$ cat src/rtl/uart_pkg.sv
// Shared constants and the sequencer state encoding for the UART echo path.
package uart_pkg;

  localparam int unsigned BYTE_W = 8;

  localparam logic [BYTE_W-1:0] CR_CODE = 8'h0D;
  localparam logic [BYTE_W-1:0] LF_CODE = 8'h0A;

  typedef enum logic [1:0] {
    StIdle = 2'd0,
    StLoad = 2'd1,
    StSend = 2'd2,
    StWait = 2'd3
  } uart_state_e;

endpackage

$ cat src/rtl/uart_byte_fifo.sv
// Single-clock byte FIFO; callers must not push when full without a pop, nor pop when empty.
module uart_byte_fifo
  import uart_pkg::*;
#(
  parameter int unsigned DEPTH = 16,
  parameter int unsigned AW    = 4
) (
  input  logic              clk_i,
  input  logic              rst_ni,
  input  logic              push_i,
  input  logic              pop_i,
  input  logic [BYTE_W-1:0] wdata_i,
  output logic [BYTE_W-1:0] rdata_o,
  output logic [AW:0]       level_o,
  output logic              full_o,
  output logic              empty_o
);

  localparam logic [AW:0] FullLvl = (AW + 1)'(DEPTH);

  logic [BYTE_W-1:0] mem_q [DEPTH];
  logic [AW-1:0]     wr_ptr_q, rd_ptr_q;
  logic [AW:0]       level_q, level_d;

  always_ff @(posedge clk_i) begin
    if (push_i) begin
      mem_q[wr_ptr_q] <= wdata_i;
    end
  end

  always_comb begin
    level_d = level_q;
    unique case ({push_i, pop_i})
      2'b10:   level_d = level_q + (AW + 1)'(1);
      2'b01:   level_d = level_q - (AW + 1)'(1);
      default: level_d = level_q;
    endcase
  end

  always_ff @(posedge clk_i) begin
    if (!rst_ni) begin
      wr_ptr_q <= '0;
      rd_ptr_q <= '0;
      level_q  <= '0;
    end else begin
      if (push_i) wr_ptr_q <= wr_ptr_q + AW'(1);
      if (pop_i)  rd_ptr_q <= rd_ptr_q + AW'(1);
      level_q <= level_d;
    end
  end

  assign rdata_o = mem_q[rd_ptr_q];
  assign level_o = level_q;
  assign full_o  = (level_q == FullLvl);
  assign empty_o = (level_q == '0);

endmodule

$ cat src/rtl/uart_echo_buffer.sv
// Buffers received bytes and hands them one at a time to the UART transmitter
// over a send/done level handshake, with optional hold-until-CR line mode.
module uart_echo_buffer
  import uart_pkg::*;
#(
  parameter int unsigned       DEPTH       = 16,
  parameter int unsigned       AW          = 4,
  parameter int unsigned       LINE_MODE   = 0,
  parameter logic [BYTE_W-1:0] CR_CODE     = uart_pkg::CR_CODE,
  parameter int unsigned       TIMEOUT_CYC = 120000
) (
  input  logic              hwclk,
  input  logic              rstn,
  input  logic [BYTE_W-1:0] rx_byte,
  input  logic              rx_done,
  output logic [BYTE_W-1:0] tx_byte,
  output logic              tx_send,
  input  logic              tx_done,
  output logic [AW:0]       level,
  output logic              empty,
  output logic              full,
  output logic              overflow,
  output logic              tx_timeout,
  input  logic              clear_flags
);

  localparam int unsigned   TW      = $clog2(TIMEOUT_CYC + 1);
  localparam logic [TW-1:0] TmoLast = TW'(TIMEOUT_CYC - 1);

  uart_state_e       state_q, state_d;
  logic              rx_done_q;
  logic              push, fifo_push, pop, ovf_hit, tmo_hit, start;
  logic              push_cr, pop_cr;
  logic [BYTE_W-1:0] head;
  logic [BYTE_W-1:0] tx_byte_q, tx_byte_d;
  logic [TW-1:0]     tmo_cnt_q, tmo_cnt_d;
  logic [AW:0]       lines_pending_q, lines_pending_d;
  logic              overflow_q, tx_timeout_q;

  // A full FIFO still accepts a push when the same cycle pops.
  assign push      = rx_done & ~rx_done_q;
  assign fifo_push = push & (~full | pop);
  assign ovf_hit   = push & full & ~pop;

  uart_byte_fifo #(
    .DEPTH (DEPTH),
    .AW    (AW)
  ) u_fifo (
    .clk_i   (hwclk),
    .rst_ni  (rstn),
    .push_i  (fifo_push),
    .pop_i   (pop),
    .wdata_i (rx_byte),
    .rdata_o (head),
    .level_o (level),
    .full_o  (full),
    .empty_o (empty)
  );

  assign push_cr = fifo_push & (rx_byte == CR_CODE);
  assign pop_cr  = pop & (head == CR_CODE);

  always_comb begin
    lines_pending_d = lines_pending_q;
    if (push_cr && !pop_cr) begin
      lines_pending_d = lines_pending_q + (AW + 1)'(1);
    end else if (pop_cr && !push_cr) begin
      lines_pending_d = lines_pending_q - (AW + 1)'(1);
    end
  end

  // Full overrides line mode so an over-long line cannot deadlock the buffer.
  assign start = ~empty & ((LINE_MODE == 0) | (lines_pending_q != '0) | full);

  always_comb begin
    state_d   = state_q;
    tx_byte_d = tx_byte_q;
    tmo_cnt_d = tmo_cnt_q;
    pop       = 1'b0;
    tmo_hit   = 1'b0;
    unique case (state_q)
      StIdle: begin
        if (start) state_d = StLoad;
      end
      StLoad: begin
        pop       = 1'b1;
        tx_byte_d = head;
        tmo_cnt_d = '0;
        state_d   = StSend;
      end
      StSend: begin
        if (!tx_done) begin
          tmo_cnt_d = '0;
          state_d   = StWait;
        end else if (tmo_cnt_q == TmoLast) begin
          tmo_hit = 1'b1;
          state_d = StIdle;
        end else begin
          tmo_cnt_d = tmo_cnt_q + TW'(1);
        end
      end
      StWait: begin
        if (tx_done) begin
          state_d = StIdle;
        end else if (tmo_cnt_q == TmoLast) begin
          tmo_hit = 1'b1;
          state_d = StIdle;
        end else begin
          tmo_cnt_d = tmo_cnt_q + TW'(1);
        end
      end
      default: state_d = StIdle;
    endcase
  end

  always_ff @(posedge hwclk) begin
    if (!rstn) begin
      state_q         <= StIdle;
      rx_done_q       <= 1'b1;
      tx_byte_q       <= '0;
      tmo_cnt_q       <= '0;
      lines_pending_q <= '0;
      overflow_q      <= 1'b0;
      tx_timeout_q    <= 1'b0;
    end else begin
      state_q         <= state_d;
      rx_done_q       <= rx_done;
      tx_byte_q       <= tx_byte_d;
      tmo_cnt_q       <= tmo_cnt_d;
      lines_pending_q <= lines_pending_d;
      overflow_q      <= ovf_hit | (overflow_q & ~clear_flags);
      tx_timeout_q    <= tmo_hit | (tx_timeout_q & ~clear_flags);
    end
  end

  assign tx_byte    = tx_byte_q;
  assign tx_send    = (state_q == StSend);
  assign overflow   = overflow_q;
  assign tx_timeout = tx_timeout_q;

endmodule
$ cat config.mk
export PLATFORM = sky130hd
export DESIGN_NAME = uart_echo_buffer
export DESIGN_NICKNAME = d
export VERILOG_FILES = /design/src/rtl/uart_pkg.sv /design/src/rtl/uart_byte_fifo.sv /design/src/rtl/uart_echo_buffer.sv
export SDC_FILE = /design/constraint.sdc
export NUM_CORES = 1
export LEC_CHECK = 0
export BUFFER_PORTS_ARGS = -buffer_cell sky130_fd_sc_hd__buf_4
export CAP_MARGIN = 20
export CORE_MARGIN = 5
export CORE_UTILIZATION = 55
export CTS_CLUSTER_SIZE = 25
export DETAILED_ROUTE_END_ITERATION = 16
export GPL_ROUTABILITY_DRIVEN = 0
export GPL_TIMING_DRIVEN = 0
export MAX_ROUTING_LAYER = met4
export PLACE_DENSITY = 0.81
export SYNTH_ARGS = -nofsm -noshare
export SYNTH_HDL_FRONTEND = slang
export SYNTH_SLANG_ARGS = --single-unit
$ cat constraint.sdc
create_clock -name hwclk -period 2.7 [get_ports hwclk]
set_clock_uncertainty 0.2 [all_clocks]
set_input_delay 0.27 -clock hwclk [delete_from_list [all_inputs] [get_ports hwclk]]
set_output_delay 0.27 -clock hwclk [all_outputs]
set_load 0.1 [all_outputs]
# [After elaboration in Yosys (flattened, before gate mapping)]
# Memories as Yosys holds them, arrays and structs flattened. A register that Yosys moved wholly into a read port is not among the register bits.
# Cells that the tools add are included.
[totals] inputBits=13 n_memories=1 ramBits=128 wordCells=59 register_bits=35 out_inout_bits=18
[mem_list] name="u_fifo.mem_q" depth=16 word_bits=8 read_ports=1 rd_clocked_by_memory_dff=1 write_ports=1 line_no="uart_byte_fifo.sv:21" rtl="logic [BYTE_W-1:0] mem_q [DEPTH];"
[op_classes] eq_ne=9 n_mux=17 n_reduce_logical=6 add_sub_neg=5 bitwise=13
[op_table] operator="two-way mux 17 bit" count=3
[op_table] operator="one-hot mux 17 bit (3 select lines)" count=1
[op_table] operator="adder 17 x 1 -> 17 bit, second input constant" count=1
[op_table] operator="== test 17 bit, second input constant" count=1
[op_table] operator="one-hot mux 5 bit (2 select lines)" count=1
[op_table] operator="adder 4 x 1 -> 4 bit, second input constant" count=2
[op_table] operator="two-way mux 2 bit" count=4
[op_table] operator="one-hot mux 2 bit (4 select lines)" count=1
[op_table] operator="AND 1 bit" count=6
[op_table] operator="== test 2 bit, second input constant" count=3
[op_table] operator="two-way mux 1 bit" count=6
[op_table] operator="adder 5 x 1 -> 5 bit, second input constant" count=1
[op_table] operator="== test 5 bit, second input constant" count=1
[op_table] operator="logical NOT 5 bit" count=1
[op_table] operator="subtractor 5 x 1 -> 5 bit, second input constant" count=1
[op_table] operator="== test 2 x 1 -> 1 bit, second input constant" count=2
[op_table] operator="!= test 2 bit, second input constant" count=2
[op_table] operator="inverter 1 bit" count=4
[op_table] operator="bitwise OR 1 bit" count=3
[op_table] operator="nonzero test 3 bit" count=1
[op_table] operator="logical NOT 2 bit" count=1
[op_table] operator="one-hot mux 1 bit (2 select lines)" count=1
[op_table] operator="AND reduction 2 bit" count=1
[op_table] operator="nonzero test 2 bit" count=1
[op_table] operator="logical NOT 1 bit" count=1

# [Longest topological paths before layout]
[depth] ltp_word=6 mapped_depth=10 mapped_depth_nobuf=9

# [Cells and area by module]
# From an unflattened synthesis, not the netlist that was laid out.
[hier_totals] hier_cells=484 area_unflattened_um2=7414.6
[by_module_without_submodules] module="uart_byte_fifo" seq_area_each_um2=4184.0 cells_per_inst=313 instances=1 area_each_um2=5871.9
[by_module_without_submodules] module="uart_echo_buffer" seq_area_each_um2=600.6 cells_per_inst=171 instances=1 area_each_um2=1542.7

# [Worst setup path before layout]
# Ideal clock, no wire load.
[synth_timing] kind="register to register" start="reg u_fifo.level_q[0], in the netlist u_fifo.level_o[0]" end="reg state_q[1]" t_required_ps=2365 t_arrival_ps=3119 n_path_buf=0 slack_ps=-754 setup_ps=135 synth_period_minus_slack_ps=3454 stages_incl_launch_ff=6 cell_sequence="dfxtp_1 > nor4_1 > nor2b_1 > a21oi_1 > o21ai_0 > a41oi_1"
[synth_between] elab_chain_cells=2
[synth_rtl] element="start: declaration" line_no="uart_byte_fifo.sv:23" rtl="logic [AW:0] level_q, level_d;"
[synth_rtl] element="start signal: assignment" line_no="uart_byte_fifo.sv:48" rtl="level_q <= level_d;"
[synth_rtl] element="logical NOT 5 bit" line_no="uart_byte_fifo.sv:55" rtl="assign empty_o = (level_q == '0);"
[synth_rtl] element="net empty" line_no="uart_echo_buffer.sv:20" rtl="output logic empty,"
[synth_rtl] element="!= test 2 bit (no line)"
[synth_rtl] element="end signal: assignment" line_no="uart_echo_buffer.sv:118" rtl="state_q <= StIdle;"
[synth_rtl] element="end signal: assignment" line_no="uart_echo_buffer.sv:126" rtl="state_q <= state_d;"
[synth_rtl] element="end: declaration" line_no="uart_echo_buffer.sv:30" rtl="uart_state_e state_q, state_d;"
# The timed path passes the listed nets, and every way through them passes these cells.
# A chain may end at the register's enable or synchronous reset.

# [Worst setup path after layout]
[layout_timing] start="reg state_q[1]" end="mem u_fifo.mem_q[15][2], enable pin"
[layout_between] elab_chain_cells=6
[layout_rtl] element="== test 2 x 1 -> 1 bit" line_no="uart_echo_buffer.sv:81" rtl="unique case (state_q)"
[layout_rtl] element="two-way mux 1 bit" line_no="uart_echo_buffer.sv:81"
[layout_rtl] element="bitwise OR 1 bit" line_no="uart_echo_buffer.sv:42" rtl="assign fifo_push = push & (~full | pop);"
[layout_rtl] element="AND 1 bit" line_no="uart_echo_buffer.sv:42"
[layout_rtl] element="two-way mux 1 bit" line_no="uart_byte_fifo.sv:26" rtl="if (push_i) begin"
[layout_rtl] element="two-way mux 1 bit (implied by the code)" line_no="uart_byte_fifo.sv:27" rtl="mem_q[wr_ptr_q] <= wdata_i;"
[layout_rtl] element="end: declaration" line_no="uart_byte_fifo.sv:21"
# Every way passes these cells.

==> out/results.txt <==
Gate Count Post-Synth: 519
Total global routing overflow: 0
Synthesis-stage register bit count: 171
Asr flop ratio synth: 0%
Lkg Pwr: 0.00284 uW
Core ar.: 0.0127 sq mm
Worst setup EP type: flop
Clock tree buffer depth: 2
Ratio of cells with drive above 1 in the final layout: 17.4%
Total Neg Setup Slack: 0 ns
Post-Layout Cell Count: 763
Clock insertion delay at the later pin of the skew report: 0.43 ns
Filler cells: 872
RSZ-0062 raised after global routing: yes
Root Buffer: clkbuf_16
Post-Syn Nets: 546
Mapped Area: 0.00716 sq mm
Top-area cell type share of the netlist area: 53.7%
Pre-Repair DR Iteration Count: 5
Routed wire length: 15700 microns
Final Max Slew Viols: 0
EDFF count, synth: 128
Worst setup SP type: flop
Worst Max-Slew Pin Slew: 0.856 ns
First-pass GRT wire length: 25100 microns
Status: finished clean
Combinational power share: 27.5%
Distinct cells, synth: 54
GRT Overall Usage: 22.6%
HP Class: in -> reg
Sw Pwr: 2630 uW
Vias in the first global route: 4786
Setup-failing EPs final: 0
Maxcap violations: 0
Post-route ant nets: 0
Placed Instances: 722
Via Count: 4551
Worst vdd ir: 1.17 mV
HPWL Detailed: 9980 microns
Chip height: 124 microns
Largest net degree at the start of global routing: 17
Yosys Warn Count: 0
Via/cell ratio: 5.96
Post-layout minimum cycle time: 2.63 ns
Initial antenna violation count: 0
Achievable clock frequency: 0.380 GHz
CTS sink count: 171
Avg WL per Cell: 20.6 microns
Critical path type: reg -> reg
Num CTS Buffers: 17
Seq/Total Area, Yosys: 65.7%
Area delta synth->final: 17.2%
WP data required: 2.57 ns
1st-iter DRT viols: 516
DRC Markers: 0
Ant diodes: 0
Period utilization: 97.4%
Top-level I/O count: 31
Largest area contributor in the netlist: edfxtp_1
Overall die width: 124 microns
Power per Cell Area: 901 mW/mm^2
Starting Density: 56.5%
Sw frac: 34.8%
Worst EP arrival: 2.50 ns
CTS tree: done
Reg clk slew, reported paths: 0.07 ns
CTS H-tree depth: 4
Flop pwr share: 40.5%
Cell Int Power: 4920 uW
Crit Path Max Fanout: 11
Relative slew slack: 42.9%
DIE AREA: 0.0154 sq mm
Leading post-synthesis cells by cell area: edfxtp_1 (54%), dfxtp_1 (12%), mux2i_1 (7.3%)
Synth Area per Inst: 13.8 sq um
Nets: 605
Final Hold Fails: 0
Port-buffer cells: 29
Predominant post-synthesis flop cell: edfxtp_1
Row count: 41
Clock share of power: 32.1%
-- flip-flops by register name (all words and copies together) (netlist names) --
name and count:
overflow 1, tmo_cnt_q 17, tx_timeout 1, u_fifo.level_o 5, state_q 2, u_fifo.mem_q 128, rx_done_q 1, u_fifo.wr_ptr_q 4
u_fifo.rd_ptr_q 4, tx_byte 8
-- area by class of cell --
cell class	count	area (sq um)	share of cell area, %
timing repair buffer	41	340	4.06
inverter	15	56.3	0.671
tap	172	215	2.57
clock buffer	20	457	5.45
multi-input combinational	309	2370	28.2
sequential	171	4710	56.2
clock inverter	12	140	1.67
buffer	23	98.8	1.18
-- final timing paths --
| kind | start | end | slack, ns | cells past startpoint |
|---|---|---|---|---|
| min | rx_byte[1] | u_fifo.mem_q[13][1] | 0.02 | 1 |
| max reg2reg | state_q[1] | u_fifo.mem_q[15][2] | 0.07 | 6 |
| max | state_q[1] | u_fifo.mem_q[15][2] | 0.07 | 6 |
| min reg2reg | tmo_cnt_q[1] | tmo_cnt_q[1] | 0.27 | 2 |
-- cells by family (layout without fill, tap and decap cells) --
group	count (synthesis)	count (layout)	synth area share (%)
flip-flops	171	171	65.7
AND/OR/NAND/NOR	132	132	9.72
AO/OA/AOI/OAI	86	86	7.92
multiplexers	60	60	9.79
buffers and inverters	39	111	2.20
XOR/XNOR	17	17	2.08
adder cells (fa/ha/maj)	14	14	2.55
-- through the flow --
stage | util (%) | setup WS (ns) | hold WS, ns | power (uW) | cell area [sq um]
2_1_floorplan | - | -0.0339 | 0.169 | 4640 | 7170
3_3_place_gp | 60.0 | -0.630 | 0.261 | 5080 | 7610
3_5_place_dp | 60.1 | -0.490 | 0.264 | 5140 | 7620
4_1_cts | 65.8 | 0.0377 | 0.00640 | 7570 | 8340
5_1_grt | 66.2 | -0.0873 | 0.00108 | 7840 | 8390
6_report | 66.2 | 0.0715 | 0.0181 | 7550 | 8390
-- Yosys cell counts, types with 9 or more instances --
| library cell | count |
|---|---|
| inv_1 | 15 |
| a21oi_1 | 23 |
| clkbuf_1 | 15 |
| xnor2_1 | 9 |
| mux2i_1 | 52 |
| nor2_1 | 26 |
| and2_1 | 12 |
| nand3_1 | 9 |
| nand2_1 | 34 |
| edfxtp_1 | 128 |
| ha_1 | 13 |
| o21ai_0 | 19 |
| dfxtp_1 | 43 |
-- power groups by stage --
stage	Sequential [uW]	Clock, uW	Combinational [uW]
after floorplan	3560	0	1080
after global placement	3090	0	1980
after detailed placement	3100	0	2040
after CTS	3050	2440	2080
after global routing	3070	2570	2210
final	3060	2420	2080
-- repair_timing --
| action | CTS | global route |
|---|---|---|
| hold endpoints to repair | 111 | 0 |
| resized for setup | 11 | 8 |
| hold buffers | 9 | 0 |
| setup buffers | 0 | 1 |
| endpoints found under the setup margin | 129 | 83 |
-- placed cells by master (no fill, tap or decap), types with 7 or more instances in the layout --
cell type	count
clkbuf_1	15
xnor2_1	9
inv_1	15
dfxtp_1	39
ha_1	12
edfxtp_1	128
a32oi_1	8
buf_4	30
mux4_2	8
o21ai_0	19
clkbuf_16	17
xor2_1	8
dlygate4sd3_1	9
nor2b_1	7
a221oi_1	8
a22oi_1	8
nand3_1	9
nand2b_1	7
nor2_2	12
and2_1	12
mux2i_1	52
a21oi_1	23
nand2_1	34
nor2_1	14
-- metal layers --
layer  up-vias  GRT usage, %  part of all wire, %  wire length, microns
met1      2221          28.0                   40                  6350
met5         -             -                    0                     0
met2       198          36.0                   50                  7830
li1       2087             -                    -                     -
met4         0          9.24                  3.0                   467
met3        45          5.27                  6.6                  1040
-- critical path, stage by stage, from the launching register on --
cell     delay [ns]
dfxtp_1        0.36
inv_1          0.10
ha_2           0.36
inv_1          0.09
a31oi_2        0.32
nand2_1        0.35
nor2_2         0.49
(Power assumes the default switching activity.)
